--- config.mk ---
export PLATFORM = sky130hd
export DESIGN_NAME = frogger_game_ctrl_flat
export DESIGN_NICKNAME = d
export VERILOG_FILES = /design/src/rtl/frogger_game_ctrl_if.sv /design/src/rtl/frogger_game_ctrl.sv /design/src/flat_wrapper.sv
export SDC_FILE = /design/constraint.sdc
export NUM_CORES = 1
export LEC_CHECK = 0
export ABC_AREA = 1
export BUFFER_PORTS_ARGS = -buffer_cell sky130_fd_sc_hd__buf_4
export CORE_ASPECT_RATIO = 1.2
export CORE_MARGIN = 1
export CORE_UTILIZATION = 61
export DETAILED_ROUTE_END_ITERATION = 7
export PLACE_DENSITY = 0.8
export SLEW_MARGIN = 10
export SYNTH_ARGS = -nofsm -noshare
export SYNTH_HDL_FRONTEND = slang
export SYNTH_SLANG_ARGS = --single-unit
--- constraint.sdc ---
create_clock -name clk -period 2.5 [get_ports clk]
set_input_delay 0.25 -clock clk [delete_from_list [all_inputs] [get_ports clk]]
set_output_delay 0.25 -clock clk [all_outputs]
set_load 0.02 [all_outputs]
--- src/rtl/frogger_game_ctrl_if.sv ---
// Button, lane-occupancy and game-status bundle between the frogger sequencer
// and the board/lane/pixel logic around it.
interface frogger_game_ctrl_if;
    logic       btn_up;
    logic       btn_down;
    logic       btn_left;
    logic       btn_right;
    logic       btn_start;
    logic [7:0] lane1;
    logic [7:0] lane2;
    logic [7:0] lane3;
    logic [7:0] lane5;
    logic [7:0] lane6;
    logic [2:0] time_state;
    logic       lane_tick;
    logic [2:0] frog_row;
    logic [7:0] frog_col;
    logic [1:0] lives;
    logic [7:0] score;
    logic [2:0] game_state;
    logic       hit;

    modport slave (
        input  btn_up, btn_down, btn_left, btn_right, btn_start,
        input  lane1, lane2, lane3, lane5, lane6,
        output time_state, lane_tick, frog_row, frog_col, lives, score, game_state, hit
    );

    modport master (
        output btn_up, btn_down, btn_left, btn_right, btn_start,
        output lane1, lane2, lane3, lane5, lane6,
        input  time_state, lane_tick, frog_row, frog_col, lives, score, game_state, hit
    );
endinterface

--- src/rtl/frogger_game_ctrl.sv ---
// Frogger game sequencer: button debounce, frog position, lives/score, lane
// time base, collision detection and the play/die/win/game-over flow.
//
// state    | meaning
// IDLE     | waiting for start, time base frozen
// PLAY     | frog moves, time base runs, collision and win checked
// DYING    | life lost, hold timer running before respawn or game over
// WIN      | crossing scored, hold timer running before respawn
// GAMEOVER | no lives left, frog held until start
module frogger_game_ctrl #(
    parameter int         TICK_DIV  = 100000000,
    parameter int         DEBOUNCE  = 1000000,
    parameter int         HOLD      = 50000000,
    parameter int         LIVES     = 3,
    parameter logic [7:0] START_COL = 8'b0001_0000
) (
    input  logic                 clk,
    input  logic                 reset,
    frogger_game_ctrl_if.slave   bus
);
    localparam logic [2:0] S_IDLE  = 3'd0;
    localparam logic [2:0] S_PLAY  = 3'd1;
    localparam logic [2:0] S_DYING = 3'd2;
    localparam logic [2:0] S_WIN   = 3'd3;
    localparam logic [2:0] S_OVER  = 3'd4;

    localparam int B_UP    = 0;
    localparam int B_DOWN  = 1;
    localparam int B_LEFT  = 2;
    localparam int B_RIGHT = 3;
    localparam int B_START = 4;

    localparam int CW = $clog2(DEBOUNCE + 1);
    localparam int TW = $clog2(TICK_DIV + 1);
    localparam int HW = $clog2(HOLD + 1);

    localparam logic [CW-1:0] DB_MAX   = CW'(DEBOUNCE);
    localparam logic [TW-1:0] TICK_MAX = TW'(TICK_DIV - 1);
    localparam logic [HW-1:0] HOLD_MAX = HW'(HOLD - 1);
    localparam logic [1:0]    LIVES_LD = 2'(LIVES);

    logic [4:0]    raw;
    logic [4:0]    prev_q;
    logic [4:0]    db_q;
    logic [4:0]    ev_q;
    logic [CW-1:0] cnt_q [5];

    logic [2:0]    state_q, state_d;
    logic [2:0]    row_q, row_d;
    logic [7:0]    col_q, col_d;
    logic [1:0]    lives_q, lives_d;
    logic [7:0]    score_q, score_d;
    logic [2:0]    ts_q, ts_d;
    logic [TW-1:0] tcnt_q, tcnt_d;
    logic [HW-1:0] hold_q, hold_d;
    logic          tick_q, tick_d;
    logic          hit_q, hit_d;
    logic [7:0]    lane_sel;
    logic          coll;

    assign raw = {bus.btn_start, bus.btn_right, bus.btn_left, bus.btn_down, bus.btn_up};

    // Debounced level only follows raw after DEBOUNCE stable cycles; the
    // counter saturates so a held button cannot re-trigger.
    always_ff @(posedge clk or negedge reset) begin
        if (!reset) begin
            prev_q <= '1;
            db_q   <= '1;
            ev_q   <= '0;
            for (int i = 0; i < 5; i++) cnt_q[i] <= '0;
        end else begin
            prev_q <= raw;
            for (int i = 0; i < 5; i++) begin
                if (raw[i] != prev_q[i]) begin
                    cnt_q[i] <= '0;
                    ev_q[i]  <= 1'b0;
                end else if (cnt_q[i] == DB_MAX) begin
                    db_q[i] <= raw[i];
                    ev_q[i] <= db_q[i] & ~raw[i];
                end else begin
                    cnt_q[i] <= cnt_q[i] + 1'b1;
                    ev_q[i]  <= 1'b0;
                end
            end
        end
    end

    always_comb begin
        lane_sel = 8'h00;
        case (row_q)
            3'd1:    lane_sel = bus.lane1;
            3'd2:    lane_sel = bus.lane2;
            3'd3:    lane_sel = bus.lane3;
            3'd5:    lane_sel = bus.lane5;
            3'd6:    lane_sel = bus.lane6;
            default: lane_sel = 8'h00;
        endcase
    end

    assign coll = |(lane_sel & col_q);

    always_comb begin
        state_d = state_q;
        row_d   = row_q;
        col_d   = col_q;
        lives_d = lives_q;
        score_d = score_q;
        ts_d    = ts_q;
        tcnt_d  = tcnt_q;
        hold_d  = hold_q;
        tick_d  = 1'b0;
        hit_d   = 1'b0;
        case (state_q)
            S_IDLE: begin
                if (ev_q[B_START]) begin
                    state_d = S_PLAY;
                    lives_d = LIVES_LD;
                    score_d = 8'd0;
                    ts_d    = 3'd0;
                    tcnt_d  = TICK_MAX;
                    row_d   = 3'd7;
                    col_d   = START_COL;
                end
            end
            S_PLAY: begin
                if (tcnt_q == '0) begin
                    tcnt_d = TICK_MAX;
                    ts_d   = ts_q + 3'd1;
                    tick_d = 1'b1;
                end else begin
                    tcnt_d = tcnt_q - 1'b1;
                end
                // One move per cycle, up > down > left > right.
                if (ev_q[B_UP]) begin
                    if (row_q != 3'd0) row_d = row_q - 3'd1;
                end else if (ev_q[B_DOWN]) begin
                    if (row_q != 3'd7) row_d = row_q + 3'd1;
                end else if (ev_q[B_LEFT]) begin
                    if (!col_q[7]) col_d = col_q << 1;
                end else if (ev_q[B_RIGHT]) begin
                    if (!col_q[0]) col_d = col_q >> 1;
                end
                if (coll) begin
                    hit_d   = 1'b1;
                    state_d = S_DYING;
                    lives_d = lives_q - 2'd1;
                    hold_d  = HOLD_MAX;
                end else if (row_q == 3'd0) begin
                    state_d = S_WIN;
                    score_d = (score_q == 8'hFF) ? score_q : score_q + 8'd1;
                    hold_d  = HOLD_MAX;
                end
            end
            S_DYING: begin
                if (hold_q == '0) begin
                    if (lives_q == 2'd0) begin
                        state_d = S_OVER;
                    end else begin
                        state_d = S_PLAY;
                        row_d   = 3'd7;
                        col_d   = START_COL;
                    end
                end else begin
                    hold_d = hold_q - 1'b1;
                end
            end
            S_WIN: begin
                if (hold_q == '0) begin
                    state_d = S_PLAY;
                    row_d   = 3'd7;
                    col_d   = START_COL;
                end else begin
                    hold_d = hold_q - 1'b1;
                end
            end
            S_OVER: begin
                if (ev_q[B_START]) state_d = S_IDLE;
            end
            default: state_d = S_IDLE;
        endcase
    end

    always_ff @(posedge clk or negedge reset) begin
        if (!reset) begin
            state_q <= S_IDLE;
            row_q   <= 3'd7;
            col_q   <= START_COL;
            lives_q <= LIVES_LD;
            score_q <= 8'd0;
            ts_q    <= 3'd0;
            tcnt_q  <= TICK_MAX;
            hold_q  <= '0;
            tick_q  <= 1'b0;
            hit_q   <= 1'b0;
        end else begin
            state_q <= state_d;
            row_q   <= row_d;
            col_q   <= col_d;
            lives_q <= lives_d;
            score_q <= score_d;
            ts_q    <= ts_d;
            tcnt_q  <= tcnt_d;
            hold_q  <= hold_d;
            tick_q  <= tick_d;
            hit_q   <= hit_d;
        end
    end

    assign bus.time_state = ts_q;
    assign bus.lane_tick  = tick_q;
    assign bus.frog_row   = row_q;
    assign bus.frog_col   = col_q;
    assign bus.lives      = lives_q;
    assign bus.score      = score_q;
    assign bus.game_state = state_q;
    assign bus.hit        = hit_q;
endmodule

--- src/flat_wrapper.sv ---
// flat-port wrapper written by rule: the top's interface ports become plain ports
module frogger_game_ctrl_flat 
#(
    parameter int         TICK_DIV  = 100000000,
    parameter int         DEBOUNCE  = 1000000,
    parameter int         HOLD      = 50000000,
    parameter int         LIVES     = 3,
    parameter logic [7:0] START_COL = 8'b0001_0000
)
  (clk, reset, bus_btn_up, bus_btn_down, bus_btn_left, bus_btn_right, bus_btn_start, bus_lane1, bus_lane2, bus_lane3, bus_lane5, bus_lane6, bus_time_state, bus_lane_tick, bus_frog_row, bus_frog_col, bus_lives, bus_score, bus_game_state, bus_hit);
  frogger_game_ctrl_if bus_i ();
  input  logic clk;
  input  logic reset;
  input wire logic [$bits(bus_i.btn_up)-1:0] bus_btn_up;
  input wire logic [$bits(bus_i.btn_down)-1:0] bus_btn_down;
  input wire logic [$bits(bus_i.btn_left)-1:0] bus_btn_left;
  input wire logic [$bits(bus_i.btn_right)-1:0] bus_btn_right;
  input wire logic [$bits(bus_i.btn_start)-1:0] bus_btn_start;
  input wire logic [$bits(bus_i.lane1)-1:0] bus_lane1;
  input wire logic [$bits(bus_i.lane2)-1:0] bus_lane2;
  input wire logic [$bits(bus_i.lane3)-1:0] bus_lane3;
  input wire logic [$bits(bus_i.lane5)-1:0] bus_lane5;
  input wire logic [$bits(bus_i.lane6)-1:0] bus_lane6;
  output wire logic [$bits(bus_i.time_state)-1:0] bus_time_state;
  output wire logic [$bits(bus_i.lane_tick)-1:0] bus_lane_tick;
  output wire logic [$bits(bus_i.frog_row)-1:0] bus_frog_row;
  output wire logic [$bits(bus_i.frog_col)-1:0] bus_frog_col;
  output wire logic [$bits(bus_i.lives)-1:0] bus_lives;
  output wire logic [$bits(bus_i.score)-1:0] bus_score;
  output wire logic [$bits(bus_i.game_state)-1:0] bus_game_state;
  output wire logic [$bits(bus_i.hit)-1:0] bus_hit;
  assign bus_i.btn_up = bus_btn_up;
  assign bus_i.btn_down = bus_btn_down;
  assign bus_i.btn_left = bus_btn_left;
  assign bus_i.btn_right = bus_btn_right;
  assign bus_i.btn_start = bus_btn_start;
  assign bus_i.lane1 = bus_lane1;
  assign bus_i.lane2 = bus_lane2;
  assign bus_i.lane3 = bus_lane3;
  assign bus_i.lane5 = bus_lane5;
  assign bus_i.lane6 = bus_lane6;
  assign bus_time_state = bus_i.time_state;
  assign bus_lane_tick = bus_i.lane_tick;
  assign bus_frog_row = bus_i.frog_row;
  assign bus_frog_col = bus_i.frog_col;
  assign bus_lives = bus_i.lives;
  assign bus_score = bus_i.score;
  assign bus_game_state = bus_i.game_state;
  assign bus_hit = bus_i.hit;
  frogger_game_ctrl #(.TICK_DIV(TICK_DIV), .DEBOUNCE(DEBOUNCE), .HOLD(HOLD), .LIVES(LIVES), .START_COL(START_COL)) u_core (.clk(clk), .reset(reset), .bus(bus_i));
endmodule
# Word level (Yosys, flattened, before mapping)
# Cells that the tools add are included.
word_totals:
  out_inout_bits: 29
  word_cells: 194
  ff_bits: 197
  input_bits: 47
classes:
  n_reduce_logical: 26
  bitwise_logic: 16
  mux: 70
  eq_ne: 46
  n_addsub: 12
op_table:
  columns: ["cell", "n"]
  rows:
  - ["2-to-1 mux 20 bit", 10]
  - ["2-to-1 mux 8 bit", 14]
  - ["adder 20 x 1 -> 20 bit (second input constant)", 5]
  - ["== test 20 bit (second input constant)", 5]
  - ["2-to-1 mux 26 bit", 3]
  - ["2-to-1 mux 27 bit", 2]
  - ["one-hot mux 27 bit (2 select lines)", 1]
  - ["one-hot mux 26 bit (2 select lines)", 1]
  - ["2-to-1 mux 3 bit", 16]
  - ["one-hot mux 8 bit (5 select lines)", 1]
  - ["one-hot mux 8 bit (4 select lines)", 1]
  - ["logical NOT 27 bit", 1]
  - ["subtractor 27 x 1 -> 27 bit (second input constant)", 1]
  - ["logical NOT 26 bit", 1]
  - ["subtractor 26 x 1 -> 26 bit (second input constant)", 1]
  - ["!= test 2 x 1 -> 1 bit (second input constant)", 12]
  - ["AND reduction 9 bit", 2]
  - ["one-hot mux 8 bit (2 select lines)", 1]
  - ["one-hot mux 3 bit (5 select lines)", 1]
  - ["2-to-1 mux 1 bit", 14]
  - ["== test 3 x 2 -> 1 bit (second input constant)", 4]
  - ["!= test 2 bit (second input constant)", 6]
  - ["!= test 3 x 1 -> 1 bit (second input constant)", 4]
  - ["one-hot mux 3 bit (4 select lines)", 1]
  - ["28 further kinds", 62]

# Logic depth before layout (Yosys ltp)
# Gate-level depths: netlist of the first run.
depth:
  ltp_word: 6
  ltp_mapped: 18
  ltp_nobuf: 16

# Worst setup path before layout of the first run
# No wires, ideal clock.
synth_path:
  kind: "flip-flop to flip-flop"
  startpoint: "register u_core.row_q[2] (netlist: u_core.bus.frog_row[2])"
  endpoint: "register u_core.hold_q[17]"
  arrival_ps: 2207
  stages_incl_launch_ff: 18
  setup_time_ps: 119
  t_required_ps: 2381
  path_buffers: 3
  slack_ps: 174
  path_cell_list: "dfstp_2 > inv_2 > buf_6 > ha_1 > buf_1 > nand2_1 > nand2_1 > nor2_1 > nand2_1 > nand3_1 > nand2_1 > nor2_1 > nand3_2 > nand2_2 > inv_2 > buf_6 > nand2_1 > o21ai_2"
synth_via:
  elab_chain_len: 6
  elab_cells_between_ends: 13
synth_lines:
  columns: ["element", "line_no", "source"]
  rows:
  - ["start: declaration", "frogger_game_ctrl.sv:49", "logic [2:0] row_q, row_d;"]
  - ["start signal: assignment", "frogger_game_ctrl.sv:197", "row_q <= row_d;"]
  - ["== test 3 bit (tied with other cells)", "frogger_game_ctrl.sv:90", "case (row_q)"]
  - ["one-hot mux 8 bit (5 select lines)", "frogger_game_ctrl.sv:90", null]
  - ["AND 8 bit", "frogger_game_ctrl.sv:100", "assign coll = |(lane_sel & col_q);"]
  - ["OR reduction 8 bit", "frogger_game_ctrl.sv:100", null]
  - ["!= test 3 x 1 -> 1 bit (no line) or 2-to-1 mux 26 bit (tied branches)", null, null]
  - ["AND reduction 3 bit (no line) or one-hot mux 26 bit (2 select lines) (tied branches)", null, null]
  - ["end signal: assignment", "frogger_game_ctrl.sv:203", "hold_q <= hold_d;"]
  - ["end: declaration", "frogger_game_ctrl.sv:55", "logic [HW-1:0] hold_q, hold_d;"]
# Several ways; a longest one is shown, not always the timed one.
# A chain may end at the register's enable or synchronous reset.

# Worst setup path in the final report of the first run
layout_path:
  startpoint: "register u_core.row_q[1] (netlist: u_core.bus.frog_row[1])"
  endpoint: "register u_core.hold_q[5]"
# The elaborated chain is that of the path after synthesis.

==> summary.md, run 1 <==
| Metric | Value |
|---|---|
| Result of the run | `finished clean` |
| Clock insertion delay at the later pin of the skew report | `440 ps` |
| Sink Count | `197` |
| Max-cap check violation count | `0` |
| Share of the cycle needed by the critical path after routing | `92.6%` |
| Flop and latch count out of synthesis | `197` |
| Count of mapped cells out of synthesis | `1496` |
| Initial core utilization | `62.1%` |
| Number of nets in the layout | `1668` |
| Power consumption | `6.34 mW` |
| DPL Wire Length | `18600 um` |
| Overall track demand over capacity in global routing | `27.8%` |
| Sw power | `1.49 mW` |
| Final Setup Violations | `0` |
| Length of routed met3 wiring | `1030 um` |
| Req. time, crit path | `2840 ps` |
| Antenna violations before repair | `0` |
| Cell with the most instances after synthesis | `sky130_fd_sc_hd__nand2_1` |
| Maximum number of pins on one net before global-route repair | `80` |
| Post-detailed-route wirelength per cell | `13.8 um` |
| Asr flop ratio synth | `100%` |
| Routability congestion estimate from global placement | `0.905` |
| Met1 layer wirelength in the final routing | `11100 um` |
| Internal Power | `4.85 mW` |
| First-pass iteration count of the detailed router | `5` |
| Logic gate share of total power | `4.6%` |
| Global-route wire length before repair | `42900 um` |
| Arrival time of the worst setup path | `2650 ps` |
| Wire length after detailed routing | `25400 um` |
| Unique cell type count in the Yosys netlist | `48` |
| CTS tree | `built` |
| Core area | `18200 sq um` |
| Final cell count without fillers | `1836` |
| Cells traversed along the worst timing path | `inv_2 -> ha_4 -> nand2_1 -> inv_1 -> nand2_1 -> nand2_1 -> nor2_1 -> nand2_1 -> nand3_1 -> nand2_1 -> nor2_2 -> nand3_2 -> nand2_2 -> inv_2 -> buf_12 -> nand2_1 -> o21ai_2` |
| Utilization after layout | `71.2%` |
| Setup Skew | `12.5 ps` |
| Post-synthesis adder-cell area fraction | `2.44%` |
| Largest buffer count on any clock path | `2` |
| Critical path startpoint category | `flop` |
| Avg Inst Size Synth | `7.55 sq um` |
| Met2 Wirelength | `12700 um` |
| Dominant combinational cell family by area after synthesis | `simple AND/OR/NAND/NOR gates` |
| Part of the total power dissipated in sequential elements | `51.1%` |
| Post-detailed-route count of antenna-violating nets | `0` |
| Share of layout cells above drive strength 1 | `14.9%` |
| Most frequent cells after synthesis | `sky130_fd_sc_hd__nand2_1 (310), sky130_fd_sc_hd__inv_1 (210), sky130_fd_sc_hd__nor2_1 (169), sky130_fd_sc_hd__dfrtp_1 (162), sky130_fd_sc_hd__nand3_1 (124)` |
| Mapped Area | `11300 sq um` |
| Num ports | `76` |
| Startpoint-to-endpoint class of the critical path | `reg -> reg` |
| Maximum vdd ir drop | `519 uV` |
| Clock network fraction of design power | `44.3%` |
| Type of element capturing the critical path | `flop` |
| Largest delay contributor family on the critical path | `simple AND/OR/NAND/NOR gates` |
| Part of the Yosys area used for sequential elements | `44.0%` |
| Synth top area cells | `sky130_fd_sc_hd__dfrtp_1 (36%), sky130_fd_sc_hd__nand2_1 (10%), sky130_fd_sc_hd__dfstp_2 (8.1%)` |
| Final max-slew violation count | `0` |
| Type of the most critical hold path | `in -> async` |
| Top_reg_cell synth | `sky130_fd_sc_hd__dfrtp_1` |
| Leakage | `6.06 nW` |
| PD cells | `490 nW/um^2` |
| Compound-Gate Fraction of Synth Area | `11.8%` |
| Number of global-route vias before repair | `9614` |
| Number of vias in the routed layout | `9999` |
| Layout-stage area growth over the synthesis result | `14.6%` |
| Worst-Margin Slew | `743 ps` |
| Number of antenna repair diodes | `0` |
| Fin crit period | `2310 ps` |
| Worst slew margin relative to its limit | `49.8%` |
| Number of synthesized flops with an enable pin | `0` |
| Cell Count Post-Placement | `1795` |
| H-tree levels | `4` |
| Die outline width | `126 um` |
| Total overflow reported by the global router | `0` |
| Final Hold Slack | `391 ps` |
| Number of buffers created by CTS | `17` |
| DRC violations left | `0` |
| Library cell used as clock root buffer | `sky130_fd_sc_hd__clkbuf_16` |
| Buffers on Ports | `75` |
| Fmax | `432 MHz` |
| FILL cells | `1438` |
| Clock-pin transition on the worst setup and hold timing paths | `80 ps` |
| Buffers and inverters on the worst path | `4` |
| Most used cell, CP | `sky130_fd_sc_hd__nand2_1` |
| Number of standard-cell rows in the floorplan | `54` |
| Post-synthesis xor/xnor area fraction | `2.64%` |
| Simple-gate share of the synthesized area | `30.4%` |
| Die height | `151 um` |
| Overall die area | `19100 sq um` |
| Slowest stage cell on the critical path | `sky130_fd_sc_hd__dfstp_2` |
| Mux contribution to synthesized area | `0.0997%` |
| Number of vias per cell | `5.45` |
| Initial detailed-routing violation count | `659` |
| Number of failing hold endpoints at the final stage | `0` |
| Critical path's largest stage delay | `560 ps` |
| Top routing layer in use | `met4` |
| Fraction of power spent switching nets | `23.5%` |
| Cell type with the largest total area after synthesis | `sky130_fd_sc_hd__dfrtp_1` |
| Area share of the largest cell type after synthesis | `35.9%` |
| Worst-path fanout max | `21` |
| Yosys warning count | `0` |
| Nets in the synthesized netlist | `1565` |
flip-flops by register name (all words and copies together), names as in the netlist:
name and count:
u_core.cnt_q 100, u_core.tcnt_q 27, u_core.hold_q 26, u_core.bus.frog_col 8, u_core.bus.score 8, u_core.db_q 5, u_core.ev_q 5, u_core.prev_q 5
u_core.bus.frog_row 3, u_core.bus.game_state 3, u_core.bus.time_state 3, u_core.bus.lives 2, u_core.bus.hit 1, u_core.bus.lane_tick 1
logic make-up after synthesis:
kind of cell / after synthesis
buf+inv: 243
flops: 197
fa+ha+maj: 22
simple gates: 765
mux: 1
xor+xnor: 34
compound gates: 234
metal layers:
layer	GRT usage, %	up-vias
met1	34.1	4609
met2	49.1	232
met4	11.7	0
met5	0	-
met3	4.06	40
li1	-	5118
power groups by stage:
stage          logic, mW  clock network, mW  registers (mW)
2_1_floorplan      0.113                  0            3.29
3_3_place_gp       0.280                  0            3.29
3_5_place_dp       0.288                  0            3.30
4_1_cts            0.299               2.85            3.24
5_1_grt            0.336               2.97            3.24
6_report           0.294               2.81            3.24
metrics by stage:
| stage | setup slack [ps] | instance area, sq um | setup TNS, ps |
|---|---|---|---|
| final | 185 | 12900 | 0 |
| after CTS | 15.6 | 12900 | 0 |
| after detailed placement | 21.8 | 12200 | 0 |
| after floorplan | 174 | 11300 | 0 |
| after global placement | 98.6 | 12200 | 0 |
| after global routing | -18.5 | 12900 | -88.9 |
layout by cell type (no fill, tap or decap), types with 4 or more instances in the layout:
cell type,n
sky130_fd_sc_hd__nand2_1,309
sky130_fd_sc_hd__inv_1,209
sky130_fd_sc_hd__nor2_1,168
sky130_fd_sc_hd__dfrtp_1,162
sky130_fd_sc_hd__nand3_1,124
sky130_fd_sc_hd__buf_4,96
sky130_fd_sc_hd__o21ai_0,94
sky130_fd_sc_hd__a21oi_1,74
sky130_fd_sc_hd__nor3_1,52
sky130_fd_sc_hd__nand4_1,38
sky130_fd_sc_hd__dfstp_2,35
sky130_fd_sc_hd__xor2_1,30
sky130_fd_sc_hd__o21ai_2,21
sky130_fd_sc_hd__nor4_1,20
sky130_fd_sc_hd__ha_1,19
sky130_fd_sc_hd__clkbuf_16,19
sky130_fd_sc_hd__inv_2,11
sky130_fd_sc_hd__nor2_2,11
sky130_fd_sc_hd__o21ai_1,11
sky130_fd_sc_hd__o22ai_1,10
sky130_fd_sc_hd__and3_1,9
sky130_fd_sc_hd__or2_2,8
sky130_fd_sc_hd__a211oi_1,8
sky130_fd_sc_hd__dlygate4sd3_1,6
sky130_fd_sc_hd__nor3_2,5
sky130_fd_sc_hd__nand3b_1,5
sky130_fd_sc_hd__nand2_2,4
sky130_fd_sc_hd__a31oi_1,4
sky130_fd_sc_hd__xnor2_1,4
sky130_fd_sc_hd__inv_6,4
sky130_fd_sc_hd__buf_12,4
cell type report:
class                           count  area [sq um]  area share, %
Clock buffer                       19           475           3.67
Clock inverter                     13           131           1.01
Inverter                          220           826           6.38
Multi-Input combinational cell   1056          5380           41.6
Sequential cell                   197          4970           38.4
Tap cell                          224           280           2.17
Timing Repair Buffer              107           875           6.76
what timing repair did:
item / CTS / global route
hold endpoints to repair: 75 / 0
hold buffers: 6 / 0
setup endpoints to repair: 0 / 38
buffers inserted: 0 / 3
resized for setup: 0 / 8
final timing paths:
path / startpoint / slack, ps / cells past startpoint / endpoint
worst max register to register: u_core.bus.frog_row[1] / 190 / 17 / u_core.hold_q[5]
worst max-delay path: u_core.bus.frog_row[1] / 190 / 17 / u_core.hold_q[5]
worst min-delay path: reset / 390 / 2 / u_core.hold_q[17]
min in group clk: bus_lane1[3] / 470 / 9 / u_core.bus.hit
worst min register to register: u_core.cnt_q[77] / 480 / 1 / u_core.cnt_q[77]
max in group asynchronous: reset / 1280 / 3 / u_core.prev_q[0]
(Power assumes the default switching activity.)
==> inputs of run 2 (changes only) <==
--- a/config.mk
+++ b/config.mk
@@ -10,6 +10,7 @@
 export CORE_ASPECT_RATIO = 1.2
 export CORE_MARGIN = 1
 export CORE_UTILIZATION = 61
+export CTS_CLUSTER_DIAMETER = 80
 export DETAILED_ROUTE_END_ITERATION = 7
 export PLACE_DENSITY = 0.8
 export SLEW_MARGIN = 10
==> constraint.sdc (replaced) <==
create_clock -name clk -period 2.4 [get_ports clk]
set_input_delay 0.24 -clock clk [delete_from_list [all_inputs] [get_ports clk]]
set_output_delay 0.24 -clock clk [all_outputs]
set_load 0.02 [all_outputs]
==> run 2 against run 1 <==
  * Non-clock buffer count grew 10
  * Critical path type unchanged
  * Setup slack lost 51 ps
  * Hold slack lost 81 ps
  * Flip-flop and latch count stayed put
  * Sequential power increased by 4%
  * Largest power group unchanged
==> summary.md, run 2 (synthesized netlist as in run 1, its figures left out) <==
| Metric | Value |
|---|---|
| Result of the run | `finished clean` |
| Worst-path fanout max | `20` |
| Setup Skew | `15.3 ps` |
| Library cell used as clock root buffer | `sky130_fd_sc_hd__clkbuf_16` |
| Final worst setup slack | `134 ps` |
| Type of the most critical hold path | `in -> async` |
| Antenna violations before repair | `0` |
| Routability congestion estimate from global placement | `0.947` |
| Register with the most flip-flops | `u_core.cnt_q` |
| Overall track demand over capacity in global routing | `28.9%` |
| Final Setup Violations | `0` |
| Register-to-register setup slack | `130 ps` |
| Fin crit period | `2270 ps` |
| Number of vias in the routed layout | `10274` |
| Num ports | `76` |
| Share of the cycle needed by the critical path after routing | `94.4%` |
| Most common cell after layout, fill and taps aside | `sky130_fd_sc_hd__nand2_1` |
| Initial detailed-routing violation count | `595` |
| Overall die area | `19100 sq um` |
| Max FFs per register | `100` |
| Worst slew margin relative to its limit | `60.9%` |
| Leakage | `6.11 nW` |
| Largest buffer count on any clock path | `2` |
| Buffers on Ports | `75` |
| Clock-pin transition on the worst setup and hold timing paths | `80 ps` |
| Final Hold Slack | `310 ps` |
| Sink Count | `197` |
| Number of vias per cell | `5.56` |
| Die outline width | `126 um` |
| H-tree levels | `4` |
| Global-route wire length before repair | `44500 um` |
| Startpoint-to-endpoint class of the critical path | `reg -> reg` |
| Worst-Margin Slew | `581 ps` |
| Power consumption | `6.72 mW` |
| Type of element capturing the critical path | `flop` |
| FILL cells | `1404` |
| Core area | `18200 sq um` |
| Arrival time of the worst setup path | `2590 ps` |
| Commonest cells after routing, fill and taps aside | `sky130_fd_sc_hd__nand2_1 (310), sky130_fd_sc_hd__inv_1 (209), sky130_fd_sc_hd__nor2_1 (165)` |
| Number of global-route vias before repair | `9776` |
| Die height | `151 um` |
| Clock insertion delay at the later pin of the skew report | `440 ps` |
| TNS Setup | `0 ps` |
| Number of standard-cell rows in the floorplan | `54` |
| DRC violations left | `0` |
| Number of nets in the layout | `1679` |
| Worst-case setup slack after placement | `30.5 ps` |
| Post-detailed-route count of antenna-violating nets | `0` |
| Req. time, crit path | `2720 ps` |
| DPL Wire Length | `18800 um` |
| Initial core utilization | `62.1%` |
| Number of antenna repair diodes | `0` |
| Number of failing hold endpoints at the final stage | `0` |
| PD cells | `514 nW/um^2` |
| RSZ-0062 raised after global routing | `yes` |
| Layout-stage area growth over the synthesis result | `15.7%` |
| Maximum number of pins on one net before global-route repair | `57` |
| Largest registers | `u_core.cnt_q: 100 flops, u_core.tcnt_q: 27 flops, u_core.hold_q: 26 flops` |
| Total overflow reported by the global router | `0` |
| Fmax | `441 MHz` |
| Post-detailed-route wirelength per cell | `14.5 um` |
| Max-cap check violation count | `0` |
| Maximum vdd ir drop | `497 uV` |
| First-pass iteration count of the detailed router | `5` |
| Wire length after detailed routing | `26700 um` |
| Final max-slew violation count | `0` |
| Utilization after layout | `71.9%` |
| Critical path startpoint category | `flop` |
| Number of buffers created by CTS | `17` |
| CTS tree | `built` |
| Share of layout cells above drive strength 1 | `15.4%` |
==> run 2: cell type report <==
type / count / area, sq um / share of cell area (%)
clock buffers: 23 / 489 / 3.74
inverters: 220 / 826 / 6.32
clock inverters: 9 / 140 / 1.07
repair buffers: 117 / 957 / 7.33
multi-input cells: 1057 / 5400 / 41.3
flip-flops and latches: 197 / 4970 / 38.1
well taps: 224 / 280 / 2.14
==> run 2: critical path, cell delays in order, from the launching register on <==
cell and delay [ps]:
sky130_fd_sc_hd__dfstp_2 560, sky130_fd_sc_hd__inv_1 70, sky130_fd_sc_hd__ha_2 210, sky130_fd_sc_hd__buf_4 160, sky130_fd_sc_hd__nand3_1 80, sky130_fd_sc_hd__nand2_1 60
sky130_fd_sc_hd__nor2_1 100, sky130_fd_sc_hd__nand2_1 70, sky130_fd_sc_hd__nand3_1 70, sky130_fd_sc_hd__nand2_1 80, sky130_fd_sc_hd__nor2_2 120, sky130_fd_sc_hd__nand3_2 120
sky130_fd_sc_hd__nand2_2 110, sky130_fd_sc_hd__inv_2 60, sky130_fd_sc_hd__buf_12 160, sky130_fd_sc_hd__nand2_1 70, sky130_fd_sc_hd__o21ai_2 50
==> run 2: power breakdown <==
group	switching [mW]	leakage [nW]	internal [mW]	total, mW
combinational	0.192	3.31	0.118	0.309
sequential	0.0233	2.51	3.35	3.37
clock	1.26	0.300	1.77	3.04
==> run 2: routing by layer <==
layer / part of all wire [%] / track usage (%)
met4: 2.0 / 10.6
met1: 42 / 35.1
met5: 0 / 0
met2: 51 / 52.3
met3: 4.5 / 4.10
==> run 2: stage by stage <==
step	instances	cell area (sq um)
5_1_grt	1847	13100
2_1_floorplan	1496	11300
6_report	1847	13100
4_1_cts	1841	13000
3_3_place_gp	1803	12300
3_5_place_dp	1803	12300
==> run 2: final timing paths <==
kind | from | end | cells after the start
max | u_core.bus.frog_row[0] | u_core.hold_q[2] | 16
min | reset | u_core.hold_q[17] | 2
min in group clk | bus_btn_right | u_core.prev_q[3] | 2
max in group asynchronous | reset | u_core.bus.frog_row[2] | 3
min reg2reg | u_core.tcnt_q[23] | u_core.tcnt_q[23] | 2
max reg2reg | u_core.bus.frog_row[0] | u_core.hold_q[2] | 16
==> run 2: repair_timing <==
item                       CTS  global route
hold endpoints to repair    44             0
setup endpoints to repair    0            45
resized for setup            0            15
hold buffers                 6             0
buffers inserted             0             4
